<file path="src/rtl/plic_reg_array.sv">
// Parametrised PLIC register file: priorities, multi-word enables, thresholds, claim/complete.
// Define PLIC_TRIG_CFG_EN to add the read/write per-source trigger-type bank at 0x003000.
package plic_pkg;
    localparam int XLEN                  = 32;
    localparam int PLIC_REG_OFFSET_WIDTH = 22;

    typedef struct packed {
        logic [XLEN-1:0] addr;
        logic [XLEN-1:0] w_data;
        logic            w_en;
        logic            req;
    } type_dbus2peri_s;

    typedef struct packed {
        logic [XLEN-1:0] r_data;
        logic            ack;
    } type_peri2dbus_s;
endpackage

module plic_reg_array
    import plic_pkg::*;
#(
    parameter int  PLIC_SOURCE_COUNT = 31,
    parameter int  PLIC_TARGET_COUNT = 2,
    parameter int  PLIC_PRIO_WIDTH   = 3,
    localparam int SRC_W             = $clog2(PLIC_SOURCE_COUNT + 1),
    localparam int IE_WORDS          = (PLIC_SOURCE_COUNT + 32) / 32
) (
    input  logic                                               clk,
    input  logic                                               rst_n,
    input  type_dbus2peri_s                                    dbus2plic_i,
    output type_peri2dbus_s                                    plic2dbus_o,
    input  logic                                               plic_sel_i,
    input  logic [PLIC_SOURCE_COUNT-1:0]                       irq_pending_i,
    input  logic [PLIC_TARGET_COUNT-1:0][SRC_W-1:0]            claim_idx_i,
    output logic [PLIC_SOURCE_COUNT-1:0][PLIC_PRIO_WIDTH-1:0]  regs_prio_o,
    output logic [PLIC_TARGET_COUNT-1:0][PLIC_SOURCE_COUNT-1:0] regs_ie_o,
    output logic [PLIC_TARGET_COUNT-1:0][PLIC_PRIO_WIDTH-1:0]  regs_prio_th_o,
    output logic [PLIC_SOURCE_COUNT-1:0]                       regs_trig_o,
    output logic [PLIC_TARGET_COUNT-1:0]                       claim_req_o,
    output logic [PLIC_TARGET_COUNT-1:0]                       complete_req_o,
    output logic [PLIC_TARGET_COUNT-1:0][SRC_W-1:0]            complete_idx_o
);
    localparam int N     = PLIC_SOURCE_COUNT;
    localparam int T     = PLIC_TARGET_COUNT;
    localparam int P     = PLIC_PRIO_WIDTH;
    localparam int PAD_W = IE_WORDS * 32;

    typedef enum logic {IDLE, ACK} state_e;
    state_e state, state_nxt;
    logic   accept, wr;

    logic [N-1:0][P-1:0] prio_q;
    logic [T-1:0][N-1:0] ie_q;
    logic [T-1:0][P-1:0] th_q;
    logic [XLEN-1:0]     r_data_q, rd_val;

    logic [PLIC_REG_OFFSET_WIDTH-1:0] off;
    logic [9:0]       word_idx;
    logic [4:0]       en_t, en_w, ctx_t;
    logic [SRC_W-1:0] cpl_id;
    logic             in_low, in_ctx;
    logic             sel_prio, sel_pend, sel_en, sel_trig, sel_th, sel_cc;
    logic [PAD_W-1:0] pend_pad;
    logic             unused_bits;

    assign off      = dbus2plic_i.addr[PLIC_REG_OFFSET_WIDTH-1:0];
    assign word_idx = off[11:2];
    assign en_t     = off[11:7];
    assign en_w     = off[6:2];
    assign ctx_t    = off[16:12];
    assign cpl_id   = dbus2plic_i.w_data[SRC_W-1:0];
    assign in_low   = (off[21:14] == '0);
    assign in_ctx   = off[21] && (off[20:17] == '0) && (int'(ctx_t) < T);
    assign sel_prio = in_low && (off[13:12] == 2'd0);
    assign sel_pend = in_low && (off[13:12] == 2'd1) && (int'(word_idx) < IE_WORDS);
    assign sel_en   = in_low && (off[13:12] == 2'd2) && (int'(en_t) < T) && (int'(en_w) < IE_WORDS);
    assign sel_th   = in_ctx && (word_idx == 10'd0);
    assign sel_cc   = in_ctx && (word_idx == 10'd1);
    assign wr       = accept && dbus2plic_i.w_en;
    // Bit b of word w maps to source 32w+b, so source 0 sits in a constant-zero slot
    assign pend_pad = PAD_W'({irq_pending_i, 1'b0});
    assign unused_bits = ^{dbus2plic_i.addr[XLEN-1:PLIC_REG_OFFSET_WIDTH],
                           dbus2plic_i.addr[1:0], dbus2plic_i.w_data};

`ifdef PLIC_TRIG_CFG_EN
    logic [N-1:0] trig_q;
    assign sel_trig    = in_low && (off[13:12] == 2'd3) && (int'(word_idx) < IE_WORDS);
    assign regs_trig_o = trig_q;

    always_ff @(posedge clk or negedge rst_n) begin
        if (!rst_n) begin
            trig_q <= '0;
        end else if (wr && sel_trig) begin
            for (int k = 1; k <= N; k++)
                if (int'(word_idx) == k / 32)
                    trig_q[k-1] <= dbus2plic_i.w_data[k % 32];
        end
    end
`else
    logic [N-1:0] trig_q;
    assign sel_trig    = 1'b0;
    assign trig_q      = '0;
    assign regs_trig_o = '0;
`endif

    always_comb begin
        state_nxt = state;
        accept    = 1'b0;
        case (state)
            IDLE: if (rst_n && dbus2plic_i.req && plic_sel_i) begin
                accept    = 1'b1;
                state_nxt = ACK;
            end
            ACK:     state_nxt = IDLE;
            default: state_nxt = IDLE;
        endcase
    end

    always_comb begin
        rd_val = '0;
        if (sel_prio)
            for (int k = 1; k <= N; k++)
                if (int'(word_idx) == k) rd_val = XLEN'(prio_q[k-1]);
        if (sel_pend)
            for (int w = 0; w < IE_WORDS; w++)
                if (int'(word_idx) == w) rd_val = XLEN'(pend_pad >> (32 * w));
        if (sel_en)
            for (int t = 0; t < T; t++)
                for (int w = 0; w < IE_WORDS; w++)
                    if (int'(en_t) == t && int'(en_w) == w)
                        rd_val = XLEN'(PAD_W'({ie_q[t], 1'b0}) >> (32 * w));
        if (sel_trig)
            for (int w = 0; w < IE_WORDS; w++)
                if (int'(word_idx) == w) rd_val = XLEN'(PAD_W'({trig_q, 1'b0}) >> (32 * w));
        for (int t = 0; t < T; t++) begin
            if (sel_th && int'(ctx_t) == t) rd_val = XLEN'(th_q[t]);
            if (sel_cc && int'(ctx_t) == t) rd_val = XLEN'(claim_idx_i[t]);
        end
    end

    // Claim/complete pulses are combinational in the acceptance cycle only
    always_comb begin
        claim_req_o    = '0;
        complete_req_o = '0;
        complete_idx_o = '0;
        for (int t = 0; t < T; t++) begin
            if (accept && sel_cc && int'(ctx_t) == t) begin
                if (!dbus2plic_i.w_en) begin
                    claim_req_o[t] = 1'b1;
                end else begin
                    for (int k = 1; k <= N; k++)
                        if (int'(cpl_id) == k && ie_q[t][k-1]) begin
                            complete_req_o[t] = 1'b1;
                            complete_idx_o[t] = cpl_id;
                        end
                end
            end
        end
    end

    always_ff @(posedge clk or negedge rst_n) begin
        if (!rst_n) begin
            state    <= IDLE;
            r_data_q <= '0;
            prio_q   <= '0;
            ie_q     <= '0;
            th_q     <= '0;
        end else begin
            state <= state_nxt;
            if (accept && !dbus2plic_i.w_en)
                r_data_q <= rd_val;
            if (wr) begin
                for (int k = 1; k <= N; k++)
                    if (sel_prio && int'(word_idx) == k)
                        prio_q[k-1] <= dbus2plic_i.w_data[P-1:0];
                for (int t = 0; t < T; t++) begin
                    if (sel_th && int'(ctx_t) == t)
                        th_q[t] <= dbus2plic_i.w_data[P-1:0];
                    for (int k = 1; k <= N; k++)
                        if (sel_en && int'(en_t) == t && int'(en_w) == k / 32)
                            ie_q[t][k-1] <= dbus2plic_i.w_data[k % 32];
                end
            end
        end
    end

    assign plic2dbus_o.r_data = r_data_q;
    assign plic2dbus_o.ack    = (state == ACK);
    assign regs_prio_o        = prio_q;
    assign regs_ie_o          = ie_q;
    assign regs_prio_th_o     = th_q;

endmodule
</file>
<file path="config.mk">
export PLATFORM = sky130hd
export DESIGN_NAME = plic_reg_array
export DESIGN_NICKNAME = d
export VERILOG_FILES = /design/src/rtl/plic_reg_array.sv
export SDC_FILE = /design/constraint.sdc
export NUM_CORES = 1
export LEC_CHECK = 0
export ABC_CLOCK_PERIOD_IN_PS = 3700
export CORE_ASPECT_RATIO = 0.75
export CORE_UTILIZATION = 40
export CTS_CLUSTER_DIAMETER = 50
export DETAILED_ROUTE_END_ITERATION = 12
export GPL_TIMING_DRIVEN = 0
export MAX_ROUTING_LAYER = met4
export PLACE_DENSITY = 0.68
export RECOVER_POWER = 25
export SYNTH_ARGS = -nofsm -noshare
export SYNTH_HDL_FRONTEND = slang
export SYNTH_SLANG_ARGS = --single-unit
</file>
<file path="constraint.sdc">
create_clock -name clk -period 3.7 [get_ports clk]
set_input_delay 0.37 -clock clk [delete_from_list [all_inputs] [get_ports clk]]
set_output_delay 0.37 -clock clk [all_outputs]
set_load 0.02 [all_outputs]
</file>
==> summary.md <==
| Metric | Value |
|---|---|
| Outcome | `finished with violations` |
| Failing checks | `capacitance limit, slew limit` |
| Slowest stage cell on the critical path | `clkdlybuf4s50_1` |
| Seq/Total Area, Yosys | `46.5%` |
| Adder-Cell Fraction of Synth Area | `0%` |
| Depth of the CTS H-tree | `4` |
| Worst hold start | `r_data_q[11]` |
| Clock Power Share | `42.5%` |
| Port-buffer cells | `295` |
| GP Congestion | `0.962` |
| DR vias | `9689` |
| Initial Util | `41.3%` |
| Fin util | `58.2%` |
| Layout Cells excl Fill | `1716` |
| Compound-Gate Fraction of Synth Area | `12.9%` |
| Final setup viols | `0` |
| Pwr Density | `303 nW/µm²` |
| Nets@finish | `1468` |
| Multiplexer area fraction after synthesis | `21.6%` |
| Unique masters post-synth | `68` |
| Max cap viols | `3` |
| Total CTS buffers | `17` |
| Post-synth EDFFs | `0` |
| Int Pwr | `3.27 mW` |
| CTS tree | `yes` |
| First-pass GRT wire length | `61800 µm` |
| Tot Pwr | `4.46 mW` |
| Crit Path Class | `in2out` |
| Die area | `26800 µm²` |
| Worst setup path startpoint | `dbus2plic_i[2]` |
| Setup WS pre-CTS | `-523 ps` |
| Layout area overhead | `40.7%` |
| Hold Fails Final Rpt | `0` |
| Fin crit share | `98.2%` |
| Routed wire length | `42400 µm` |
| Slew @ Worst Pin | `3260 ps` |
| Cell mode on critical path | `clkdlybuf4s50_1` |
| Clk sinks | `194` |
| Clock period minus worst slack | `3630 ps` |
| Initial antenna violation count | `5` |
| Slew Viols, Final | `197` |
| PnR worst setup slack | `68.2 ps` |
| CTS root buf | `clkbuf_16` |
| Starting DRC count in detailed routing | `886` |
| Layout cells sized above 1 | `22.8%` |
| Total net switching power | `1.19 mW` |
| Peak Freq | `0.275 GHz` |
| Max rail drop VDD | `0.336 mV` |
| Worst endpoint data arrival time | `3260 ps` |
| RR Startpoint | `state` |
| Core Box Area | `25300 µm²` |
| Flops & latches, synth | `194` |
| Post-Synth Simple-Gate Area | `13.8%` |
| Rows | `50` |
| Maximum buffer depth of the clock tree | `2` |
| Critical Path Max Stage Delay | `530 ps` |
| Via-per-instance ratio | `5.65` |
| Crit path max-delay family | `buffers and inverters` |
| Relative slew slack | `-117%` |
| Clk pin slew, worst setup/hold paths | `70 ps` |
| Switching portion of total power | `26.7%` |
| Height of the die | `142 µm` |
| Vias in the first global route | `9299` |
| Per-cell routed wire length | `24.7 µm` |
| Hold Path Class | `reg2reg` |
| I/O pin count | `349` |
| Tot GR Track Use | `32.5%` |
| CP required | `3330 ps` |
| CP endpoint kind | `output pin` |
| Mapped cell area | `10400 µm²` |
| Clk Latency, worst-skew pair | `460 ps` |
| Grt ovf | `0` |
| Placed cell area | `14000 µm²` |
| Cells after Synth | `1002` |
| Die width | `189 µm` |
| Setup_tns | `0 ps` |
| Initial DRT Pass Iterations | `8` |
| Worst Clk Skew | `16.7 ps` |
| Largest family of logic cells by synthesized area | `multiplexers` |
| Synth Area per Inst | `10.4 µm²` |
| DP Cell Count | `1666` |
| Crit Path Max Fanout | `10` |
| Primary FF master, synth | `dfrtp_1` |
| Startpoint types | `primary input` |
| Combinational Power Share | `9.8%` |
| Routed Antenna Nets | `0` |
| Fin Hold WS | `481 ps` |
| Final cell area excluding filler cells | `14700 µm²` |
| Post-DP HPWL | `31800 µm` |
| Leak | `6.23 nW` |
| Async S/R FF share, synth | `100%` |
| CP Cell Sequence | `clkdlybuf4s50_1 -> clkbuf_4 -> nor2_1 -> a22oi_1 -> o22ai_1 -> a222oi_1 -> nor2b_2 -> a211oi_4 -> buf_4 -> and2_1 -> clkdlybuf4s50_1` |
| DR DRC count | `0` |
| Buf+Inv Stages, Crit Path | `4` |
| Largest net degree at the start of global routing | `80` |
| Share of power burned in registers | `47.7%` |
| Post-synthesis xor/xnor area fraction | `0%` |
| Synth warn | `0` |
-- repair_timing --
action | 4_1_cts | 5_1_grt
hold buffers | 3 | 0
hold endpoints to repair | 79 | 0
setup endpoints to repair | 13 | 8
cloned | 1 | 0
setup buffers | 4 | 3
gates resized for setup | 8 | 11
pin swaps | 4 | 3
-- kinds of logic after synthesis --
logic type / Yosys count
other: 1
multiplexers: 199
flip-flops: 194
buffers and inverters: 104
AO/OA/AOI/OAI: 218
AND/OR/NAND/NOR: 286
-- synthesized netlist by cell type (all sizes together), types with 3 or more instances --
library cell,n,area share (%)
nor3b,5,0.36
clkbuf,36,1.3
dfrtp,194,46
nand3b,3,0.25
a22oi,12,0.86
nor2b,10,0.60
a221oi,8,0.67
a22o,8,0.67
nor4b,3,0.43
nor4,9,0.97
nor2,60,2.2
o31ai,3,0.22
a211oi,9,0.74
inv,6,0.22
a31oi,6,0.36
and3,5,0.30
nor3,12,0.83
a21o,3,0.22
a21oi,83,4.0
o22ai,11,0.66
nand2,127,4.6
mux2i,21,2.0
o211ai,5,0.36
nand3,13,0.62
o221ai,4,0.34
and2,13,0.78
or4b,3,0.29
buf,62,3.7
mux4,4,0.86
nand4,5,0.30
o21ai,49,2.3
mux2,174,19
nand2b,8,0.48
-- worst paths after layout --
kind                                           to  slack (ps)  cells past startpoint
worst min register to register       r_data_q[11]         480                      2
max in group asynchronous           regs_ie_o[44]         610                      3
worst min-delay path                 r_data_q[11]         480                      2
worst max register to register    regs_prio_o[16]         810                      6
min in group asynchronous         regs_prio_o[45]         840                      3
worst max-delay path            complete_idx_o[7]          70                     11
-- area by class of cell --
class	count	area (µm²)
Antenna cell	7	17.5
Multi-Input combinational cell	734	5220
Clock inverter	13	141
Sequential cell	194	4850
Tap cell	338	423
Inverter	6	22.5
Timing Repair Buffer	307	3050
Clock buffer	19	443
Buffer	98	533
Fill cell	2187	10600
-- routing by layer --
layer	share of wire [%]	track usage [%]	vias up	wire length, µm
met5	0	-	-	0
met4	2.2	9.59	0	919
met3	8.9	7.40	60	3780
met2	41	42.6	465	17600
met1	47	49.0	4865	20100
li1	-	-	4299	-
-- worst reg2reg max path, cell delays in order, from the launching register on --
cell and delay, ps:
dfrtp_1 380, and4b_1 350, nand2_1 210, nor4_4 480, nand2_1 540, nor2_1 440
mux2_2 380
-- layout by cell type (no fill, tap or decap), types with 7 or more instances in the layout --
cell type          n
clkdlybuf4s50_1  294
dfrtp_1          194
mux2_2           174
nand2_1          126
a21oi_1           83
nor2_1            59
o21ai_0           42
buf_4             39
clkbuf_1          35
conb_1            31
buf_2             27
mux2i_1           21
clkbuf_16         17
nand3_1           13
a22oi_1           12
and2_1            12
o22ai_1           11
nor2b_1            9
a22o_1             8
nand2b_1           8
diode_2            7
nor3_1             7
o21ai_1            7
-- power groups by stage --
| stage | Sequential, mW | Clock, mW | Combinational, mW |
|---|---|---|---|
| 6_report | 2.13 | 1.90 | 0.438 |
| 5_1_grt | 2.13 | 1.99 | 0.467 |
| 4_1_cts | 2.13 | 1.91 | 0.444 |
| 3_5_place_dp | 2.17 | 0 | 0.419 |
| 3_3_place_gp | 2.17 | 0 | 0.415 |
| 2_1_floorplan | 2.18 | 0 | 0.179 |
-- registers in the layout, indices dropped and copies added, names as in the netlist --
name	count
regs_prio_o	93
regs_ie_o	62
r_data_q	32
regs_prio_th_o	6
state	1
No activity file was read; power rests on OpenSTA's default activity.
